`src/rtl/paddle_pkg.sv`:
```
// Shared types and default motion constants for the paddle controller.
package paddle_pkg;

    typedef enum logic [1:0] {
        IDLE,
        SLOW,
        FAST
    } state_t;

    typedef enum logic [1:0] {
        DIR_NONE,
        DIR_LEFT,
        DIR_RIGHT
    } dir_t;

    localparam int unsigned DEF_STEP_SLOW   = 1;
    localparam int unsigned DEF_STEP_FAST   = 4;
    localparam int unsigned DEF_ACCEL_TICKS = 16;

endpackage

```
`src/rtl/paddle_ctrl_tick_gen.sv`:
```
// Movement tick divider: one-cycle pulse every TICK_DIV enabled clk cycles.
module tick_gen #(
    parameter int unsigned TICK_DIV = 250000
) (
    input  logic clk,
    input  logic reset,
    input  logic en,
    input  logic clr,
    output logic tick
);

    localparam int unsigned CW = (TICK_DIV > 1) ? $clog2(TICK_DIV) : 1;
    localparam logic [CW-1:0] LAST = CW'(TICK_DIV - 1);

    logic [CW-1:0] cnt;

    always_ff @(posedge clk or posedge reset) begin
        if (reset) begin
            cnt <= '0;
        end else if (clr) begin
            cnt <= '0;
        end else if (en) begin
            cnt <= (cnt == LAST) ? '0 : cnt + CW'(1);
        end
    end

    assign tick = en && !clr && (cnt == LAST);

endmodule

```
`src/rtl/paddle_ctrl.sv`:
```
// Paddle position controller: ticked left/right motion with slow->fast
// acceleration, edge clamping, load and pause.
module paddle_ctrl
    import paddle_pkg::*;
#(
    parameter int unsigned POS_W       = 10,
    parameter int unsigned TICK_DIV    = 250000,
    parameter int unsigned STEP_SLOW   = DEF_STEP_SLOW,
    parameter int unsigned STEP_FAST   = DEF_STEP_FAST,
    parameter int unsigned ACCEL_TICKS = DEF_ACCEL_TICKS,
    parameter int unsigned X_RESET     = 270
) (
    input  logic             clk,
    input  logic             reset,
    input  logic             pause,
    input  logic             load,
    input  logic [POS_W-1:0] x_initial,
    input  logic             move_left,
    input  logic             move_right,
    input  logic [POS_W-1:0] screen_width,
    input  logic [POS_W-1:0] paddle_width,
    output logic [POS_W-1:0] x_pos,
    output logic             at_left,
    output logic             at_right,
    output logic             speed_fast
);

    if (STEP_SLOW < 1 || STEP_FAST < STEP_SLOW || TICK_DIV < 2) begin : g_param_check
        $error("paddle_ctrl: need STEP_FAST >= STEP_SLOW >= 1 and TICK_DIV >= 2");
    end

    localparam int unsigned HW = $clog2(ACCEL_TICKS + 2);
    localparam logic [POS_W-1:0] STEP_S = POS_W'(STEP_SLOW);
    localparam logic [POS_W-1:0] STEP_F = POS_W'(STEP_FAST);

    logic             tick;
    logic [POS_W-1:0] right_limit;
    logic [POS_W-1:0] x_nxt;
    logic [POS_W-1:0] step;
    logic [POS_W:0]   sum;
    state_t           state, state_nxt;
    dir_t             dir, dir_q, dir_nxt, mv_dir;
    logic [HW-1:0]    hold, hold_nxt;
    logic             fast_step;

    tick_gen #(
        .TICK_DIV(TICK_DIV)
    ) u_tick (
        .clk  (clk),
        .reset(reset),
        .en   (!pause),
        .clr  (load),
        .tick (tick)
    );

    assign right_limit = (paddle_width >= screen_width) ? '0 : screen_width - paddle_width;

    always_comb begin
        if (move_left && !move_right)      dir = DIR_LEFT;
        else if (move_right && !move_left) dir = DIR_RIGHT;
        else                               dir = DIR_NONE;
    end

    always_ff @(posedge clk or posedge reset) begin
        if (reset) begin
            state      <= IDLE;
            hold       <= '0;
            dir_q      <= DIR_NONE;
            x_pos      <= POS_W'(X_RESET);
            at_left    <= (X_RESET == 0);
            at_right   <= 1'b0;
            speed_fast <= 1'b0;
        end else begin
            state      <= state_nxt;
            hold       <= hold_nxt;
            dir_q      <= dir_nxt;
            x_pos      <= x_nxt;
            at_left    <= (x_nxt == '0);
            at_right   <= (x_nxt == right_limit);
            speed_fast <= (state_nxt == FAST);
        end
    end

    // dir_q remembers the direction being held so a reversal restarts acceleration.
    always_comb begin
        state_nxt = state;
        hold_nxt  = hold;
        dir_nxt   = dir_q;
        mv_dir    = DIR_NONE;
        fast_step = 1'b0;
        if (load) begin
            state_nxt = IDLE;
            hold_nxt  = '0;
            dir_nxt   = DIR_NONE;
        end else if (tick) begin
            case (state)
                IDLE: begin
                    if (dir != DIR_NONE) begin
                        state_nxt = SLOW;
                        hold_nxt  = HW'(1);
                        dir_nxt   = dir;
                        mv_dir    = dir;
                    end
                end
                SLOW, FAST: begin
                    if (dir == DIR_NONE) begin
                        state_nxt = IDLE;
                        hold_nxt  = '0;
                        dir_nxt   = DIR_NONE;
                    end else if (dir != dir_q) begin
                        state_nxt = SLOW;
                        hold_nxt  = HW'(1);
                        dir_nxt   = dir;
                        mv_dir    = dir;
                    end else if (state == SLOW) begin
                        hold_nxt = hold + HW'(1);
                        mv_dir   = dir;
                        if (hold_nxt >= HW'(ACCEL_TICKS)) state_nxt = FAST;
                    end else begin
                        mv_dir    = dir;
                        fast_step = 1'b1;
                    end
                end
                default: begin
                    state_nxt = IDLE;
                    hold_nxt  = '0;
                    dir_nxt   = DIR_NONE;
                end
            endcase
        end
    end

    always_comb begin
        step  = fast_step ? STEP_F : STEP_S;
        sum   = {1'b0, x_pos} + {1'b0, step};
        x_nxt = x_pos;
        if (load) begin
            x_nxt = (x_initial > right_limit) ? right_limit : x_initial;
        end else if (tick) begin
            if (x_pos > right_limit) begin
                x_nxt = right_limit;
            end else if (mv_dir == DIR_LEFT) begin
                x_nxt = (x_pos < step) ? '0 : x_pos - step;
            end else if (mv_dir == DIR_RIGHT) begin
                x_nxt = (sum > {1'b0, right_limit}) ? right_limit : sum[POS_W-1:0];
            end
        end
    end

endmodule

```
`config.mk`:
```
export PLATFORM = sky130hd
export DESIGN_NAME = paddle_ctrl
export DESIGN_NICKNAME = d
export VERILOG_FILES = /design/src/rtl/paddle_pkg.sv /design/src/rtl/paddle_ctrl_tick_gen.sv /design/src/rtl/paddle_ctrl.sv
export SDC_FILE = /design/constraint.sdc
export NUM_CORES = 1
export LEC_CHECK = 0
export BUFFER_PORTS_ARGS = -buffer_cell sky130_fd_sc_hd__buf_2
export CAP_MARGIN = 20
export CORE_ASPECT_RATIO = 0.75
export CORE_MARGIN = 2
export CORE_UTILIZATION = 55
export DETAILED_ROUTE_END_ITERATION = 8
export MAX_ROUTING_LAYER = met4
export PLACE_DENSITY = 0.79
export SETUP_SLACK_MARGIN = 0.4
export SKIP_LAST_GASP = 1
export SYNTH_ARGS = -nofsm -noshare
export SYNTH_HDL_FRONTEND = slang
export SYNTH_SLANG_ARGS = --single-unit
```
`constraint.sdc`:
```
create_clock -name clk -period 6.35 [get_ports clk]
set_input_delay 0.3175 -clock clk [delete_from_list [all_inputs] [get_ports clk]]
set_output_delay 0.3175 -clock clk [all_outputs]
set_load 0.01 [all_outputs]
```
==> impl_metrics.csv, run 1 <==
group,metric,value,unit
layout,diodes,0,
floorplan,dieArea,0.00951,sq mm
placement,gp_congestion,1.12,
clock_network,cts_tree,"yes",
drt,wl_per_cell,20.7,um
global_route,use_met2,53.3,%
sta,setup_viol,0,
drt,drtIter0Drc,515,
sta,post-route-min-period,5.76,ns
logic_synthesis,ys_warn_count,0,
hold_path,min_path_type,"in -> async",
clock_network,clkTransAtPathRegs,0.07,ns
critical_path,crit_family,"simple AND/OR/NAND/NOR gates",
floorplan,num_rows,29,
floorplan,start_util,56.6,%
global_route,gr-total-overflow,0,
logic_synthesis,synthTopCellsByArea,"dfrtp_1 (19%), ha_1 (14%), o21ai_0 (6.1%), nand2_1 (5.6%), nor2_1 (4.7%)",
clock_network,cts_root_buf,"clkbuf_16",
global_route,antenna_found_initial,0,
pwr,irDropWorstVdd,188,uV
global_route,met1_usage,50.8,%
critical_path,crit_type,"reg -> reg",
sta,worst_pin_slew,1.00,ns
sta,maxSlewHeadroom,33.0,%
global_route,grt_pass1_wl,26.7,mm
clock_network,h-tree-depth,2,
placement,dp.cells,798,
drt,firstDrtPassIters,5,
logic_synthesis,async_flop_share,100,%
layout,fin_cells,815,
logic_synthesis,synth_edf_count,0,
sta,timing.final.crit_share,90.7,%
sta,rsz0062_at_grt,"no",
pwr,pwr_density_cell,239,mW/mm^2
clock_network,cts.sinks,40,
floorplan,die_y,85.0,um
global_route,met3_usage,8.79,%
drt,ant_nets,0,
drt,routed_wl,16.8,mm
drt,drc,0,
placement,portBuffers,48,
critical_path,cp_slowest_cell,"or4b_2",
global_route,busiest_layer,"met2",
drt,vias,5385,
critical_path,crit_fanout,6,
global_route,grt_usage,36.0,%
floorplan,pin_count,49,
floorplan,die-width,112,um
logic_synthesis,ys_types,74,
logic_synthesis,synth_top_area_share,18.7,%
logic_synthesis,yosys-top-cells-count,"nand2_1 (72), nor2_1 (60), o21ai_0 (59)",
floorplan,fp.coreArea,0.00849,sq mm
sta,hold_viol,0,
critical_path,startpoint_type,"flop",
critical_path,crit_required,6.55,ns
logic_synthesis,syn-cell-area,0.00481,sq mm
global_route,grt_start_max_net_pins,41,
global_route,grt_pass1_vias,4997,
logic_synthesis,synth.avg_cell_area,7.45,sq um
logic_synthesis,synth_top_area_cell,"dfrtp_1",
placement,post-dp-hpwl,13.0,mm
clock_network,insertion_delay,0.29,ns
logic_synthesis,postSynthCellCount,645,
critical_path,path_buf_inv,1,
logic_synthesis,synthFlopType,"dfrtp_1",
layout,drive_gt1_share,17.8,%
clock_network,cts_hold_buf,0,
critical_path,worstPathArrival,5.96,ns
clock_network,cts_buffers,5,
critical_path,worstPathCellList,"inv_1, ha_4, nand2b_4, or3_4, or3_4, ha_4, nor3b_4, nor2_2, or4b_2, xnor2_1, ha_1, nand3_2, a311oi_4, or2_4, nor4_1, a2111oi_4, a21oi_1, o21a_1, or4b_1, nor4_2",
job,maxCapViolations,0,
drt,via_per_inst,6.61,
sta,finClkSkew,0.00845,ns
sta,drv_slew,0,
logic_synthesis,syn_nets,736,
pwr,static-leakage-power,2.45,nW
sta,timing.fmax,0.174,GHz
sta,whs,0.162,ns
critical_path,rrSetupSlack,0.59,ns
logic_synthesis,ys_seq_elements,40,
critical_path,critPathCaptureType,"flop",
logic_synthesis,yosysMostFrequentCell,"nand2_1",
status,status,"finished, final reports clean",
clock_network,clock_path_buffers,2,
critical_path,slowest_delay,0.63,ns
layout,nets,797,
sta,tns,0,ns
layout,synthToLayoutAreaGrowth,16.1,%
logic_synthesis,ys_seq_area_share,20.9,%
-- worst min-delay path: stages --
cell	delay [ns]
buf_2	0.09
inv_1	0.04
buf_4	0.46
-- area by class of cell --
| cell class | instances | area [sq um] |
|---|---|---|
| Tap cell | 108 | 135 |
| Inverter | 38 | 143 |
| Fill cell | 734 | 2910 |
| Timing Repair Buffer | 75 | 443 |
| Clock inverter | 3 | 21.3 |
| Multi-Input combinational cell | 546 | 3710 |
| Clock buffer | 5 | 125 |
| Sequential cell | 40 | 1010 |
-- layout by cell type, fill, tap and decap left out, types with 6 or more instances in the layout --
cell type,instances
nand2b_1,6
xor2_1,6
nand4_1,10
nand3_1,17
inv_1,36
a211oi_1,8
nor2_1,58
dfrtp_1,35
o21a_1,6
xnor2_1,13
o21ai_0,58
o211ai_1,7
a21oi_1,35
nor4_1,7
a31oi_1,10
or3_1,8
o22ai_1,8
nand2_1,72
ha_1,52
o31ai_1,6
nor2b_1,9
nor3_1,23
buf_2,48
and3_1,14
buf_4,27
-- through the flow --
step / utilization (%) / worst slack (ns) / power, mW / area, sq um
global placement: 61.8 / 0.330 / 0.998 / 5250
global route: 65.8 / 0.362 / 1.41 / 5580
floorplan: - / 0.484 / 0.782 / 4820
detailed placement: 61.8 / 0.0979 / 1.01 / 5250
finish: 65.8 / 0.591 / 1.33 / 5580
CTS: 64.0 / 0.405 / 1.27 / 5430
-- where the power goes --
group          internal [mW]  switching [mW]  leakage (nW)
clock network          0.147           0.115        0.0702
registers              0.281          0.0588         0.527
logic                  0.288           0.443          1.85
-- sequential cells by signal, summed over array words and instances, names as in the netlist --
name,cells
at_right,1
dir_q,2
hold,5
at_left,1
u_tick.cnt,18
speed_fast,1
x_pos,10
state,2
-- metal layers --
metal,up-vias,share of wire (%)
met3,25,11
met4,0,1.4
met5,-,0
li1,2519,-
met2,303,43
met1,2538,45
-- cells by family after synthesis --
family / after synthesis / share of synthesized area (%)
simple gates: 275 / 29.6
compound gates: 193 / 26.0
buf+inv: 59 / 4.63
fa+ha+maj: 55 / 14.5
flops: 40 / 20.9
xor+xnor: 19 / 3.46
mux: 4 / 0.937
-- final timing paths --
check	cells past startpoint	endpoint	start
worst max register to register	20	at_left	state[1]
worst max-delay path	20	at_left	state[1]
worst min register to register	2	dir_q[1]	dir_q[1]
worst min-delay path	3	hold[0]	reset
max in group asynchronous	3	state[0]	reset
min in group clk	3	x_pos[3]	x_initial[3]
-- timing repair --
item,CTS,global route
pin swaps,2,11
setup endpoints to repair,2,3
gates resized for setup,4,18
gates cloned,0,0
setup buffers,2,7
(Power assumes the default switching activity.)
==> run 2: changes to the inputs <==
--- a/config.mk
+++ b/config.mk
@@ -9,12 +9,14 @@
 export CAP_MARGIN = 20
 export CORE_ASPECT_RATIO = 0.75
 export CORE_MARGIN = 2
-export CORE_UTILIZATION = 55
+export CORE_UTILIZATION = 56
 export DETAILED_ROUTE_END_ITERATION = 8
 export MAX_ROUTING_LAYER = met4
-export PLACE_DENSITY = 0.79
+export PLACE_DENSITY = 0.8
 export SETUP_SLACK_MARGIN = 0.4
+export SKIP_CTS_REPAIR_TIMING = 1
 export SKIP_LAST_GASP = 1
 export SYNTH_ARGS = -nofsm -noshare
 export SYNTH_HDL_FRONTEND = slang
+export SYNTH_HIERARCHICAL = 1
 export SYNTH_SLANG_ARGS = --single-unit
==> impl_metrics.csv, run 2 <==
group,metric,value,unit
status,status,"finished, final reports clean",
clock_network,clkTransAtPathRegs,0.06,ns
layout,synthToLayoutAreaGrowth,10.8,%
logic_synthesis,synth_top_area_cell,"dfrtp_1",
sta,post-route-min-period,5.73,ns
sta,maxSlewHeadroom,41.9,%
drt,drtIter0Drc,734,
clock_network,clock_path_buffers,2,
critical_path,setup.worst_path.end,"at_right",
pwr,p_total,1.36,mW
drt,firstDrtPassIters,6,
floorplan,die_y,87.8,um
sta,setup_viol,0,
critical_path,critical_path.reg2reg.startpoint,"u_tick/cnt[8]",
logic_synthesis,syn_nets,778,
critical_path,crit_fanout,12,
drt,wl_per_cell,20.1,um
layout,fin_util,64.0,%
logic_synthesis,synthFlopType,"dfrtp_1",
placement,post-dp-hpwl,13.0,mm
critical_path,r2r_cells,22,
layout,top_regs,"u_tick/cnt: 18 flops, x_pos: 10 flops, hold: 5 flops",
sta,finClkSkew,0.00292,ns
logic_synthesis,ys_types,89,
logic_synthesis,ys_seq_elements,40,
layout,final_cell_mix,"nand2_1 (64), ha_1 (54), nor2_1 (48), buf_2 (48), a21oi_1 (46)",
critical_path,worstPathArrival,5.91,ns
clock_network,insertion_delay,0.28,ns
pwr,static-leakage-power,2.58,nW
placement,gp_congestion,1.11,
critical_path,reg2reg_to,"at_right",
job,maxCapViolations,0,
pwr,pwr_density_cell,234,mW/mm^2
critical_path,critical_path.startpoint,"u_tick/cnt[8]",
clock_network,h-tree-depth,2,
critical_path,startpoint_type,"flop",
layout,drive_gt1_share,14.9,%
hold_path,min_path_type,"in -> async",
floorplan,dieArea,0.0102,sq mm
logic_synthesis,async_flop_share,100,%
drt,routed_wl,17.1,mm
global_route,grt_pass1_vias,5253,
logic_synthesis,synth_top_area_share,17.2,%
drt,vias,5871,
sta,hold_viol,0,
sta,timing.fmax,0.175,GHz
sta,timing.final.crit_share,90.2,%
logic_synthesis,yosys-top-cells-count,"nand2_1 (64), ha_1 (54), nor2_1 (48)",
critical_path,crit_required,6.53,ns
sta,tns,0,ns
sta,drv_slew,0,
floorplan,pin_count,49,
layout,largest_reg_flops,18,
drt,drc,0,
logic_synthesis,syn-cell-area,0.00525,sq mm
critical_path,crit_type,"reg -> reg",
sta,worst_pin_slew,0.872,ns
drt,via_per_inst,6.89,
critical_path,critPathCaptureType,"flop",
logic_synthesis,yosysMostFrequentCell,"nand2_1",
floorplan,die-width,116,um
logic_synthesis,ys_warn_count,6,
logic_synthesis,synth_edf_count,0,
global_route,grt_pass1_wl,27.0,mm
logic_synthesis,synth.avg_cell_area,7.64,sq um
clock_network,cts_buffers,5,
sta,rsz0062_at_grt,"no",
placement,portBuffers,48,
global_route,grt_usage,34.8,%
global_route,antenna_found_initial,0,
layout,nets,814,
logic_synthesis,ys_seq_area_share,19.2,%
clock_network,cts_root_buf,"clkbuf_16",
floorplan,start_util,57.8,%
clock_network,cts_tree,"yes",
global_route,grt_start_max_net_pins,34,
clock_network,cts.sinks,40,
drt,ant_nets,0,
layout,layout_commonest_cell,"nand2_1",
logic_synthesis,postSynthCellCount,687,
global_route,gr-total-overflow,0,
pwr,irDropWorstVdd,113,uV
layout,top_register,"u_tick/cnt",
critical_path,rrSetupSlack,0.62,ns
logic_synthesis,synthTopCellsByArea,"dfrtp_1 (17%), ha_1 (13%), nand2_1 (4.6%), a21oi_1 (4.5%), o21ai_0 (3.4%)",
layout,diodes,0,
floorplan,fp.coreArea,0.00908,sq mm
floorplan,num_rows,30,
## run 2: critical path, stage by stage, from the launching register on
cell	delay (ns)
dfrtp_1	0.44
nor4b_2	0.31
and4b_1	0.25
nand2_1	0.10
nor2_1	0.22
nor2b_2	0.22
nand2_1	0.16
ha_1	0.35
and3b_1	0.38
o211ai_1	0.18
xnor2_1	0.19
ha_1	0.32
nand4_1	0.16
a21oi_1	0.16
o21ai_0	0.11
buf_4	0.17
o21ai_4	0.23
buf_4	0.22
nand2_1	0.08
and4b_1	0.19
or4_1	0.40
or4_1	0.52
nor4_1	0.26
## run 2: layout make-up
class	count	area, sq um
Clock buffer	5	125
Clock inverter	3	46.3
Fill cell	838	3270
Inverter	40	150
Multi-Input combinational cell	571	3960
Sequential cell	40	1010
Tap cell	128	160
Timing Repair Buffer	65	368
## run 2: per-layer routing
layer / wire length (um) / global-route usage [%] / vias to the layer above / part of all wire, %
li1: - / - / 2661 / -
met1: 7310 / 49.6 / 2738 / 43
met2: 7210 / 50.6 / 421 / 42
met3: 2160 / 7.40 / 51 / 13
met4: 410 / 7.79 / 0 / 2.4
met5: 0 / - / - / 0
## run 2: cells by family (layout without fill, tap and decap cells)
group,count (synthesis),after routing,share of synthesized area (%)
buffers and inverters,76,113,5.94
xor gates and xnor gates,25,25,4.17
and+or+nand+nor,269,269,27.6
muxes,9,9,1.81
AOI/OAI and AO/OA,213,213,28.0
DFF,40,40,19.2
adders and majority gates,55,55,13.3
## run 2: power by group
part	internal (mW)	switching, mW
Combinational	0.291	0.432
Clock	0.187	0.102
Sequential	0.276	0.0723
## run 2: how the worst min path moves through the flow
stage	start	endpoint	slack (ns)	cells past startpoint
after floorplan	reset	u_tick/cnt[0]	0.26	1
after global placement	reset	u_tick/cnt[14]	0.47	2
after detailed placement	reset	u_tick/cnt[15]	0.47	2
after CTS	reset	u_tick/cnt[15]	0.17	2
after global routing	reset	u_tick/cnt[15]	0.23	2
final	reset	u_tick/cnt[15]	0.15	2
## run 2: through the flow
step / worst slack, ns / cell area [sq um] / hold slack (ns) / instances
2_1_floorplan: 0.558 / 5250 / 0.256 / 687
3_3_place_gp: 0.557 / 5590 / 0.471 / 841
3_5_place_dp: 0.416 / 5590 / 0.470 / 841
4_1_cts: 0.349 / 5760 / 0.169 / 849
5_1_grt: 0.354 / 5820 / 0.229 / 852
6_report: 0.621 / 5820 / 0.153 / 852
==> run 3: changes to the inputs <==
==> config.mk (replaced) <==
export PLATFORM = sky130hd
export DESIGN_NAME = paddle_ctrl
export DESIGN_NICKNAME = d
export VERILOG_FILES = /design/src/rtl/paddle_pkg.sv /design/src/rtl/paddle_ctrl_tick_gen.sv /design/src/rtl/paddle_ctrl.sv
export SDC_FILE = /design/constraint.sdc
export NUM_CORES = 1
export LEC_CHECK = 0
export BUFFER_PORTS_ARGS = -buffer_cell sky130_fd_sc_hd__clkbuf_2
export CAP_MARGIN = 20
export CORE_ASPECT_RATIO = 0.75
export CORE_MARGIN = 2
export CORE_UTILIZATION = 55
export DETAILED_ROUTE_END_ITERATION = 8
export MAX_ROUTING_LAYER = met4
export PLACE_DENSITY = 0.79
export SETUP_SLACK_MARGIN = 0.4
export SKIP_CTS_REPAIR_TIMING = 1
export SKIP_LAST_GASP = 1
export SYNTH_ARGS = -nofsm -noshare
export SYNTH_HDL_FRONTEND = slang
export SYNTH_SLANG_ARGS = --single-unit
==> impl_metrics.csv, run 3 (same netlist as run 1, synthesis figures left out) <==
group,metric,value,unit
pwr,pwr-share-seq,26.6,%
layout,layout_commonest_cell,"nand2_1",
pwr,p_switching,0.601,mW
sta,hold_viol,0,
layout,nets,792,
layout,fin_cells,809,
sta,drv_slew,0,
critical_path,crit_fanout,5,
clock_network,cts_root_buf,"clkbuf_16",
sta,timing.final.crit_share,90.7,%
global_route,grt_usage,35.4,%
pwr,pwr_density_cell,239,mW/mm^2
sta,rsz0062_at_grt,"no",
pwr,p_total,1.31,mW
layout,fillerInstances,765,
floorplan,start_util,56.6,%
pwr,pwr-share-comb,54.7,%
sta,post-route-min-period,5.76,ns
drt,via_per_inst,6.75,
pwr,irDropWorstVdd,186,uV
layout,largest_reg_flops,18,
layout,drive_gt1_share,16.3,%
pwr,p_sw_share,45.8,%
placement,dp.cells,796,
floorplan,num_rows,29,
drt,ant_nets,0,
critical_path,crit_type,"reg -> reg",
global_route,antenna_found_initial,0,
floorplan,fp.coreArea,0.00849,sq mm
placement,portBuffers,48,
drt,wl_per_cell,20.6,um
job,maxCapViolations,0,
pwr,static-leakage-power,2.42,nW
clock_network,insertion_delay,0.28,ns
placement,post-dp-hpwl,12.9,mm
global_route,grt_pass1_wl,26.2,mm
global_route,grt_pass1_vias,5013,
critical_path,worstPathArrival,5.95,ns
drt,vias,5457,
hold_path,min_path_type,"in -> async",
layout,diodes,0,
drt,firstDrtPassIters,6,
layout,final_cell_mix,"nand2_1 (72), o21ai_0 (59), nor2_1 (58), ha_1 (53), clkbuf_2 (48)",
global_route,grt_start_max_net_pins,41,
critical_path,critPathCaptureType,"flop",
layout,fin_util,64.6,%
critical_path,rrSetupSlack,0.59,ns
floorplan,pin_count,49,
status,status,"finished, final reports clean",
placement,place_ws,0.139,ns
clock_network,cts_buffers,5,
floorplan,dieArea,0.00951,sq mm
critical_path,startpoint_type,"flop",
clock_network,cts_tree,"yes",
clock_network,clkTransAtPathRegs,0.06,ns
drt,drtIter0Drc,589,
sta,tns,0,ns
sta,worst_pin_slew,1.11,ns
sta,finClkSkew,0.00665,ns
sta,setup_ws,0.588,ns
floorplan,die-width,112,um
sta,timing.fmax,0.174,GHz
sta,setup_viol,0,
layout,top_regs,"u_tick.cnt: 18 flops, x_pos: 10 flops, hold: 5 flops",
critical_path,crit_required,6.54,ns
critical_path,r2r_cells,20,
drt,routed_wl,16.7,mm
global_route,gr-total-overflow,0,
pwr,clockPowerShare,18.6,%
pwr,power.internal,0.710,mW
critical_path,critical_path.reg2reg.startpoint,"state[0]",
critical_path,reg2reg_to,"at_left",
drt,drc,0,
layout,top_register,"u_tick.cnt",
clock_network,clock_path_buffers,2,
floorplan,die_y,85.0,um
layout,synthToLayoutAreaGrowth,14.2,%
clock_network,h-tree-depth,2,
clock_network,cts.sinks,40,
sta,maxSlewHeadroom,25.7,%
placement,gp_congestion,1.05,
## run 3: cell types whose count changed in the layout (fill, tap and decap cells not counted), moves of 8 or more
| cell | previous run | this run |
|---|---|---|
| nor3_1 | 14 | 23 |
| o21ai_0 | 36 | 59 |
| buf_2 | 48 | 0 |
| clkbuf_2 | 0 | 48 |
| nor2_1 | 48 | 58 |
| nand2_1 | 64 | 72 |
| nand3_1 | 29 | 18 |
| a21oi_1 | 46 | 35 |
## run 3: worst max path at each step
stage                  startpoint  endpoint  slack [ns]
floorplan               move_left   at_left        0.48
global placement        move_left   at_left        0.38
finish                   state[0]   at_left        0.59
CTS                 u_tick.cnt[5]   at_left        0.15
global route             state[0]   at_left        0.34
detailed placement      move_left   at_left        0.14
## run 3: metal layers
| layer | wire [um] | track usage (%) | part of all wire (%) |
|---|---|---|---|
| met1 | 7490 | 50.8 | 45 |
| met2 | 7010 | 52.8 | 42 |
| met3 | 1790 | 5.71 | 11 |
| met5 | 0 | - | 0 |
| met4 | 404 | 7.98 | 2.4 |
## run 3: power by group through the flow
stage	clock network (mW)	logic [mW]	registers, mW
5_1_grt	0.257	0.782	0.348
6_report	0.244	0.717	0.349
3_5_place_dp	0	0.667	0.347
2_1_floorplan	0	0.467	0.315
3_3_place_gp	0	0.651	0.346
4_1_cts	0.245	0.670	0.342
## run 3: final cells by class
cell class                      count  area (sq um)  share of cell area [%]
Tap cell                          108           135                    2.46
Inverter                           38           143                    2.60
Clock inverter                      1          5.00                  0.0912
Sequential cell                    40          1010                    18.3
Clock buffer                        6           129                    2.35
Multi-Input combinational cell    546          3670                    66.8
Timing Repair Buffer               70           405                    7.39
## run 3: worst max-delay path, stage by stage, from the launching register on
cell       delay, ns
dfrtp_1         0.39
inv_1           0.10
ha_4            0.29
nand2b_1        0.10
or3_4           0.36
or3_4           0.42
ha_1            0.32
nor3b_2         0.27
nor2_2          0.11
or4b_4          0.51
xnor2_2         0.16
ha_1            0.31
nand3_1         0.11
a311oi_2        0.38
or2_4           0.23
nor4_1          0.07
a2111oi_4       0.44
a21oi_1         0.12
o21a_1          0.22
or4b_1          0.54
nor4_2          0.21
## run 3: per-stage QoR
step | hold slack [ns] | area, sq um
detailed placement | 0.475 | 5240
finish | 0.156 | 5490
CTS | 0.176 | 5370
global placement | 0.453 | 5240
global route | 0.227 | 5490
floorplan | 0.445 | 4820
